--- src/rtl/mips_ctrl_pkg.sv ---
// Shared types and encodings for the multicycle MIPS control unit.
//   state_t : 4-bit FSM state encoding, visible on state_o
//   aluop_t : main-FSM to ALU-decoder operation class
//   Op*     : opcode field values (instr[31:26])
//   Funct*  : R-type funct field values (instr[5:0])
//   Alu*    : alucontrol encodings driven to the datapath ALU
package mips_ctrl_pkg;

  typedef enum logic [3:0] {
    StFetch   = 4'd0,
    StDecode  = 4'd1,
    StMemAdr  = 4'd2,
    StMemRd   = 4'd3,
    StMemWb   = 4'd4,
    StMemWr   = 4'd5,
    StRtypeEx = 4'd6,
    StRtypeWb = 4'd7,
    StBeqEx   = 4'd8,
    StAddiEx  = 4'd9,
    StAddiWb  = 4'd10,
    StJEx     = 4'd11,
    StHalt    = 4'd12
  } state_t;

  typedef enum logic [1:0] {
    AluOpAdd   = 2'b00,
    AluOpSub   = 2'b01,
    AluOpFunct = 2'b10
  } aluop_t;

  localparam logic [5:0] OpRtype = 6'b000000;
  localparam logic [5:0] OpLw    = 6'b100011;
  localparam logic [5:0] OpSw    = 6'b101011;
  localparam logic [5:0] OpBeq   = 6'b000100;
  localparam logic [5:0] OpBne   = 6'b000101;
  localparam logic [5:0] OpAddi  = 6'b001000;
  localparam logic [5:0] OpJ     = 6'b000010;

  localparam logic [5:0] FunctAdd = 6'b100000;
  localparam logic [5:0] FunctSub = 6'b100010;
  localparam logic [5:0] FunctAnd = 6'b100100;
  localparam logic [5:0] FunctOr  = 6'b100101;
  localparam logic [5:0] FunctSlt = 6'b101010;

  localparam logic [2:0] AluAdd = 3'b010;
  localparam logic [2:0] AluSub = 3'b110;
  localparam logic [2:0] AluAnd = 3'b000;
  localparam logic [2:0] AluOr  = 3'b001;
  localparam logic [2:0] AluSlt = 3'b111;

endpackage

--- src/rtl/mips_aludec.sv ---
// Combinational ALU decoder.
//   aluop      in  2  operation class from the main FSM (add / sub / use funct)
//   funct      in  6  R-type funct field
//   alucontrol out 3  ALU operation select
module mips_aludec
  import mips_ctrl_pkg::*;
(
  input  logic [1:0] aluop,
  input  logic [5:0] funct,
  output logic [2:0] alucontrol
);

  always_comb begin
    alucontrol = AluAdd;
    case (aluop)
      AluOpAdd: alucontrol = AluAdd;
      AluOpSub: alucontrol = AluSub;
      AluOpFunct: begin
        case (funct)
          FunctAdd: alucontrol = AluAdd;
          FunctSub: alucontrol = AluSub;
          FunctAnd: alucontrol = AluAnd;
          FunctOr:  alucontrol = AluOr;
          FunctSlt: alucontrol = AluSlt;
          default:  alucontrol = AluAdd;
        endcase
      end
      default: alucontrol = AluAdd;
    endcase
  end

endmodule

--- src/rtl/mips_multicycle_ctrl.sv ---
// Control FSM for the shared-memory multicycle MIPS datapath.
// Moore machine: every output is decoded from the current state, except pcen which also
// folds in the ALU zero flag for conditional branches.
//   clk, reset (sync, active-high)
//   op, funct, zero                       : from IR / ALU
//   iord, memwrite, irwrite, regdst,
//   memtoreg, regwrite, alusrca, alusrcb,
//   pcsrc, pcen, alucontrol               : datapath controls
//   halted                                : FSM parked after an illegal opcode
//   state_o                               : current state encoding
module mips_multicycle_ctrl
  import mips_ctrl_pkg::*;
#(
  parameter bit HALT_ON_ILLEGAL = 1'b0
) (
  input  logic       clk,
  input  logic       reset,
  input  logic [5:0] op,
  input  logic [5:0] funct,
  input  logic       zero,
  output logic       iord,
  output logic       memwrite,
  output logic       irwrite,
  output logic       regdst,
  output logic       memtoreg,
  output logic       regwrite,
  output logic       alusrca,
  output logic [1:0] alusrcb,
  output logic [1:0] pcsrc,
  output logic       pcen,
  output logic [2:0] alucontrol,
  output logic       halted,
  output logic [3:0] state_o
);

  state_t state_q, state_d;

  logic       pcwrite, branch, branchne;
  logic       memwrite_s, irwrite_s, regwrite_s;
  logic [1:0] aluop;

  always_ff @(posedge clk) begin
    state_q <= state_d;
  end

  // Next-state logic.
  always_comb begin
    state_d = StFetch;
    if (!reset) begin
      case (state_q)
        StFetch: state_d = StDecode;
        StDecode: begin
          case (op)
            OpLw, OpSw:    state_d = StMemAdr;
            OpRtype:       state_d = StRtypeEx;
            OpBeq, OpBne:  state_d = StBeqEx;
            OpAddi:        state_d = StAddiEx;
            OpJ:           state_d = StJEx;
            default:       state_d = HALT_ON_ILLEGAL ? StHalt : StFetch;
          endcase
        end
        StMemAdr:  state_d = (op == OpSw) ? StMemWr : StMemRd;
        StMemRd:   state_d = StMemWb;
        StMemWb:   state_d = StFetch;
        StMemWr:   state_d = StFetch;
        StRtypeEx: state_d = StRtypeWb;
        StRtypeWb: state_d = StFetch;
        StBeqEx:   state_d = StFetch;
        StAddiEx:  state_d = StAddiWb;
        StAddiWb:  state_d = StFetch;
        StJEx:     state_d = StFetch;
        StHalt:    state_d = StHalt;
        default:   state_d = StFetch;  // unused encodings recover
      endcase
    end
  end

  // Output decode; enables are collected here and gated by reset below.
  always_comb begin
    iord       = 1'b0;
    memwrite_s = 1'b0;
    irwrite_s  = 1'b0;
    regdst     = 1'b0;
    memtoreg   = 1'b0;
    regwrite_s = 1'b0;
    alusrca    = 1'b0;
    alusrcb    = 2'b00;
    pcsrc      = 2'b00;
    pcwrite    = 1'b0;
    branch     = 1'b0;
    branchne   = 1'b0;
    aluop      = AluOpAdd;
    halted     = 1'b0;
    case (state_q)
      StFetch: begin
        alusrcb   = 2'b01;
        irwrite_s = 1'b1;
        pcwrite   = 1'b1;
      end
      StDecode: alusrcb = 2'b11;
      StMemAdr: begin
        alusrca = 1'b1;
        alusrcb = 2'b10;
      end
      StMemRd: iord = 1'b1;
      StMemWb: begin
        memtoreg   = 1'b1;
        regwrite_s = 1'b1;
      end
      StMemWr: begin
        iord       = 1'b1;
        memwrite_s = 1'b1;
      end
      StRtypeEx: begin
        alusrca = 1'b1;
        aluop   = AluOpFunct;
      end
      StRtypeWb: begin
        regdst     = 1'b1;
        regwrite_s = 1'b1;
      end
      StBeqEx: begin
        alusrca  = 1'b1;
        aluop    = AluOpSub;
        pcsrc    = 2'b01;
        // op still holds the IR opcode latched in fetch
        branch   = (op == OpBeq);
        branchne = (op == OpBne);
      end
      StAddiEx: begin
        alusrca = 1'b1;
        alusrcb = 2'b10;
      end
      StAddiWb: regwrite_s = 1'b1;
      StJEx: begin
        pcsrc   = 2'b10;
        pcwrite = 1'b1;
      end
      StHalt: halted = 1'b1;
      default: ;
    endcase
  end

  // Architectural state must not change in the cycle reset is sampled.
  assign pcen     = ~reset & (pcwrite | (branch & zero) | (branchne & ~zero));
  assign irwrite  = ~reset & irwrite_s;
  assign regwrite = ~reset & regwrite_s;
  assign memwrite = ~reset & memwrite_s;
  assign state_o  = state_q;

  mips_aludec u_aludec (
    .aluop      (aluop),
    .funct      (funct),
    .alucontrol (alucontrol)
  );

endmodule

--- config.mk ---
export PLATFORM = sky130hd
export DESIGN_NAME = mips_multicycle_ctrl
export DESIGN_NICKNAME = d
export VERILOG_FILES = /design/src/rtl/mips_ctrl_pkg.sv /design/src/rtl/mips_aludec.sv /design/src/rtl/mips_multicycle_ctrl.sv
export SDC_FILE = /design/constraint.sdc
export NUM_CORES = 1
export LEC_CHECK = 0
export CAP_MARGIN = 20
export CORE_MARGIN = 1
export CORE_UTILIZATION = 34
export CTS_BUF_LIST = sky130_fd_sc_hd__clkbuf_16
export DETAILED_ROUTE_END_ITERATION = 16
export PLACE_DENSITY = 0.81
export SLEW_MARGIN = 25
export SYNTH_ARGS = -nofsm -noshare
export SYNTH_HDL_FRONTEND = slang
export SYNTH_SLANG_ARGS = --single-unit
--- constraint.sdc ---
create_clock -name clk -period 2.02 [get_ports clk]
set_clock_uncertainty 0.1 [all_clocks]
set_input_delay 0.505 -clock clk [delete_from_list [all_inputs] [get_ports clk]]
set_output_delay 0.505 -clock clk [all_outputs]
set_load 0.005 [all_outputs]
# Word-level counts from Yosys, hierarchy flattened
# Index checks and enable logic that the tools add are counted.
dict set report classes {
  n_eq_ne 24
  n_mux 19
  n_bitwise 10
  reduce_logical 9
}
# op count
set op_table {}
lappend op_table {{$eq 6x6->1 const B} 6}
lappend op_table {{$pmux 4 s7} 1}
lappend op_table {{$eq 4x4->1 const B} 5}
lappend op_table {{$pmux 4 s5} 1}
lappend op_table {{$eq 4x3->1 const B} 4}
lappend op_table {{$eq 6x3->1 const B} 2}
lappend op_table {{$pmux 3 s4} 1}
lappend op_table {{$mux 1} 11}
lappend op_table {{$reduce_or 2->1} 5}
lappend op_table {{$eq 4x2->1 const B} 2}
lappend op_table {{$pmux 2 s2} 2}
lappend op_table {{$and 1x1->1} 6}
lappend op_table {{$eq 6x2->1 const B} 1}
lappend op_table {{$eq 6x4->1 const B} 1}
lappend op_table {{$logic_not 6->1} 1}
lappend op_table {{$pmux 2 s3} 1}
lappend op_table {{$pmux 3 s2} 1}
lappend op_table {{$eq 4x1->1 const B} 1}
lappend op_table {{$logic_not 4->1} 1}
lappend op_table {{$reduce_or 4->1} 1}
lappend op_table {{$mux 3} 1}
lappend op_table {{$reduce_or 3->1} 1}
lappend op_table {{$eq 2x1->1 const B} 1}
lappend op_table {{$eq 2x2->1 const B} 1}
lappend op_table {{2 further kinds} 4}
dict set report totals {
  reg_bits 4
  output_inout_bits 20
  wordCells 63
}

# Longest topological paths before layout
dict set report logic_depth {
  depth_word 6
  depth_mapped 7
}

# Cells and area by module
# Synthesis repeated with hierarchy kept, for this count alone.
dict set report hier_totals {
  cells_unflattened 90
  area_unflattened_um2 644.4
}
# mod instances cells_per_inst area_each_um2
set modules_own_cells {}
lappend modules_own_cells {mips_multicycle_ctrl 1 75 525.5}
lappend modules_own_cells {mips_aludec 1 15 118.9}

# Worst setup path before layout
# No wires, ideal clock.
dict set report synth_timing {
  path_kind {reg-to-output}
  startpoint {register state_q[2], in the netlist state_o[2]}
  endpoint {output port alucontrol[2]}
  arrival_time_ns 1.512
  t_required_ns 1.415
  slack_ns -0.097
  stages_incl_launch_ff 8
  path_cell_list {dfxtp_1 -> buf_2 -> nand2b_1 -> nor3_2 -> inv_1 -> ha_1 -> nand3b_1 -> o22ai_1}
}
dict set report synth_via {
  elab_chain_len 4
}
# element line
set synth_rtl {}
lappend synth_rtl {{start, declared} mips_multicycle_ctrl.sv:36} ;# state_t state_q, state_d;
lappend synth_rtl {{start signal, assigned} mips_multicycle_ctrl.sv:43} ;# state_q <= state_d;
lappend synth_rtl {{$eq 4x4->1 or $eq 4x3->1 (tied branches)} mips_multicycle_ctrl.sv:94} ;# case (state_q)
lappend synth_rtl {{$pmux 2 s2 (*)} mips_multicycle_ctrl.sv:94}
lappend synth_rtl {{$eq 2x2->1 or $eq 2x1->1 (tied branches)} mips_aludec.sv:15} ;# case (aluop)
lappend synth_rtl {{$pmux 3 s2 (*)} mips_aludec.sv:15}
lappend synth_rtl {{end, declared} mips_multicycle_ctrl.sv:31} ;# output logic [2:0] alucontrol,
# Every way passes the cells marked *; elsewhere a longest branch is shown, timed or not.

# Worst setup path after layout
dict set report layout_timing {
  startpoint {register state_q[2], in the netlist state_o[2]}
  endpoint {output port alucontrol[0]}
}
# The elaborated chain is that of the path after synthesis.

==> reports/qor.yml <==
use_met2_pct: 50.9
final-setup-viol-count: 5
drt_iter0_drc: 22
grt_overflow: 0
via_per_inst: 5.38
htree_levels: 1
core_area_mm2: 0.00175
gp_congestion: 0.902
ant_nets: 0
synth_edf_count: 0
wl_per_cell_um: 14.5
numCtsBuffers: 3
failed_checks: "negative setup slack"
port_buffers: 34
num_io_pins: 35
fin_ws_ps: -189
n_antenna_cell: 0
async_flop_share_pct: 0
finalMaxSlewViolations: 0
leakagePower_nw: 0.660
crit_type: "register to output pin"
synth_cell_types: 42
die_h_um: 45.5
drive_gt1_share_pct: 48.4
num-nets-final: 180
yosysSeqAreaShare_pct: 12.5
endpoint_kind: "output pin"
power.total_uw: 622
fill_cells: 126
firstDrtPassIters: 4
clock_sinks: 4
final_area_mm2: 0.00142
yosys_warnings: 0
synth_area_um2: 643
areaGrowthSynthToFinish_pct: 121
cts_tree: "yes"
synth_fp_nets: 107
worst_pin_slew_ps: 353
maxCapViolCount: 0
die_w_um: 45.5
grt_use_met1_pct: 32.8
ir_worst_vdd_uv: 587
synth-seq-cells: 4
antenna_found_initial: 0
dpl-instance-area_mm2: 0.00117
grt_pass1_vias: 936
busiest_layer: "met2"
min_period_over_period_pct: 109
crit_arrival_ps: 1600
clk_pin_slew_worst_paths_ps: 30
required_ps: 1410
syn_avg_cell_area_um2: 7.15
layout_common_cells: "buf_4, dlygate4sd2_1, nor2_1"
vias: 1000
largest_register_ffs: 4
clock_path_buffers: 2
routed_wl_um: 2690
final_common_cell: "buf_4"
relSlewSlack_pct: 76.4
drc: 0
dpl.hpwl_um: 1670
clk_latency_ps: 220
period_needed_ps: 2210
cts_hold_buf: 0
synth_ff_type: "dfxtp_1"
die_area_mm2: 0.00207
status: "finished with violations"
root_buffer: "clkbuf_16"
start_util_pct: 36.8
hold_viol_final: 0
grt_util_met3_pct: 2.78
start_kind: "register"
powerDensity_mw_per_mm2: 439
grt_use_total_pct: 27.7
max_freq_mhz: 453
fin_setup_tns_ps: -596
rows: 15
rsz0062_at_grt: "true"
grt_pass1_wl_um: 4150
hold-worst-slack_ps: 631
cp_max_fo: 3
hold_class: "register to register"
grt_max_degree: 9
synthCells: 90
## critical path: stages, from the launching register on
cell and delay, ps:
dfxtp_2 320, nand2b_4 150, nor3_4 140, inv_2 60, ha_4 240, nand3b_1 210, nor2_1 130, buf_2 130
## what timing repair did
item	in CTS	in global routing
setup buffers	15	4
pin swaps	12	10
gates resized for setup	70	9
endpoints found under the setup margin	17	7
## final timing paths
kind                            startpoint       endpoint  slack, ps  cells past startpoint
worst max register to register  state_o[2]     state_o[3]        440                      6
worst min register to register  state_o[1]     state_o[3]        630                      3
worst max-delay path            state_o[2]  alucontrol[0]       -190                      7
worst min-delay path            state_o[1]     state_o[3]        630                      3
## power breakdown
part	internal, mW	switching, mW
Sequential	0.0830	0.00931
Clock	0.253	0.0576
Combinational	0.123	0.0961
Total	0.459	0.163
## cells in the mapped netlist, types with 2 or more instances
library cell / number / share of area (%)
a211o_1: 2 / 2.7
a21oi_1: 6 / 4.7
buf_2: 3 / 2.3
buf_4: 2 / 2.3
buf_6: 2 / 3.5
dfxtp_1: 4 / 12
ha_1: 2 / 3.9
inv_1: 5 / 2.9
nand2_1: 4 / 2.3
nand2b_1: 3 / 2.9
nand3_1: 4 / 3.1
nor2_1: 10 / 5.8
nor2b_1: 2 / 1.9
nor3_1: 9 / 7.0
o211ai_1: 2 / 2.3
o21ai_0: 2 / 1.6
xor2_1: 3 / 4.1
## kinds of logic after synthesis
family,synth area share (%)
AOI/OAI and AO/OA,26.5
xor gates and xnor gates,5.45
adders and majority gates,3.89
buffers and inverters,11.7
DFF,12.5
muxes,3.31
and+or+nand+nor,36.8
## through the flow
| stage | setup slack (ps) | std cells | util (%) |
|---|---|---|---|
| 3_3_place_gp | -730 | 166 | 67.0 |
| 3_5_place_dp | -759 | 166 | 67.0 |
| 5_1_grt | -252 | 186 | 81.3 |
| 2_1_floorplan | 21.7 | 90 | - |
| 6_report | -189 | 186 | 81.3 |
| 4_1_cts | -187 | 183 | 79.9 |
## area by class of cell
type	instances	area, um^2	area share (%)
Clock buffer	3	75.1	5.29
Inverter	6	22.5	1.59
Multi-Input combinational cell	73	586	41.3
Sequential cell	4	92.6	6.53
Tap cell	25	31.3	2.20
Timing Repair Buffer	75	612	43.1
## layer usage
layer	vias up	part of all wire, %
li1	476	-
met1	456	37
met2	60	55
met3	8	6.4
met4	0	1.3
met5	-	0
(Power assumes the default switching activity.)
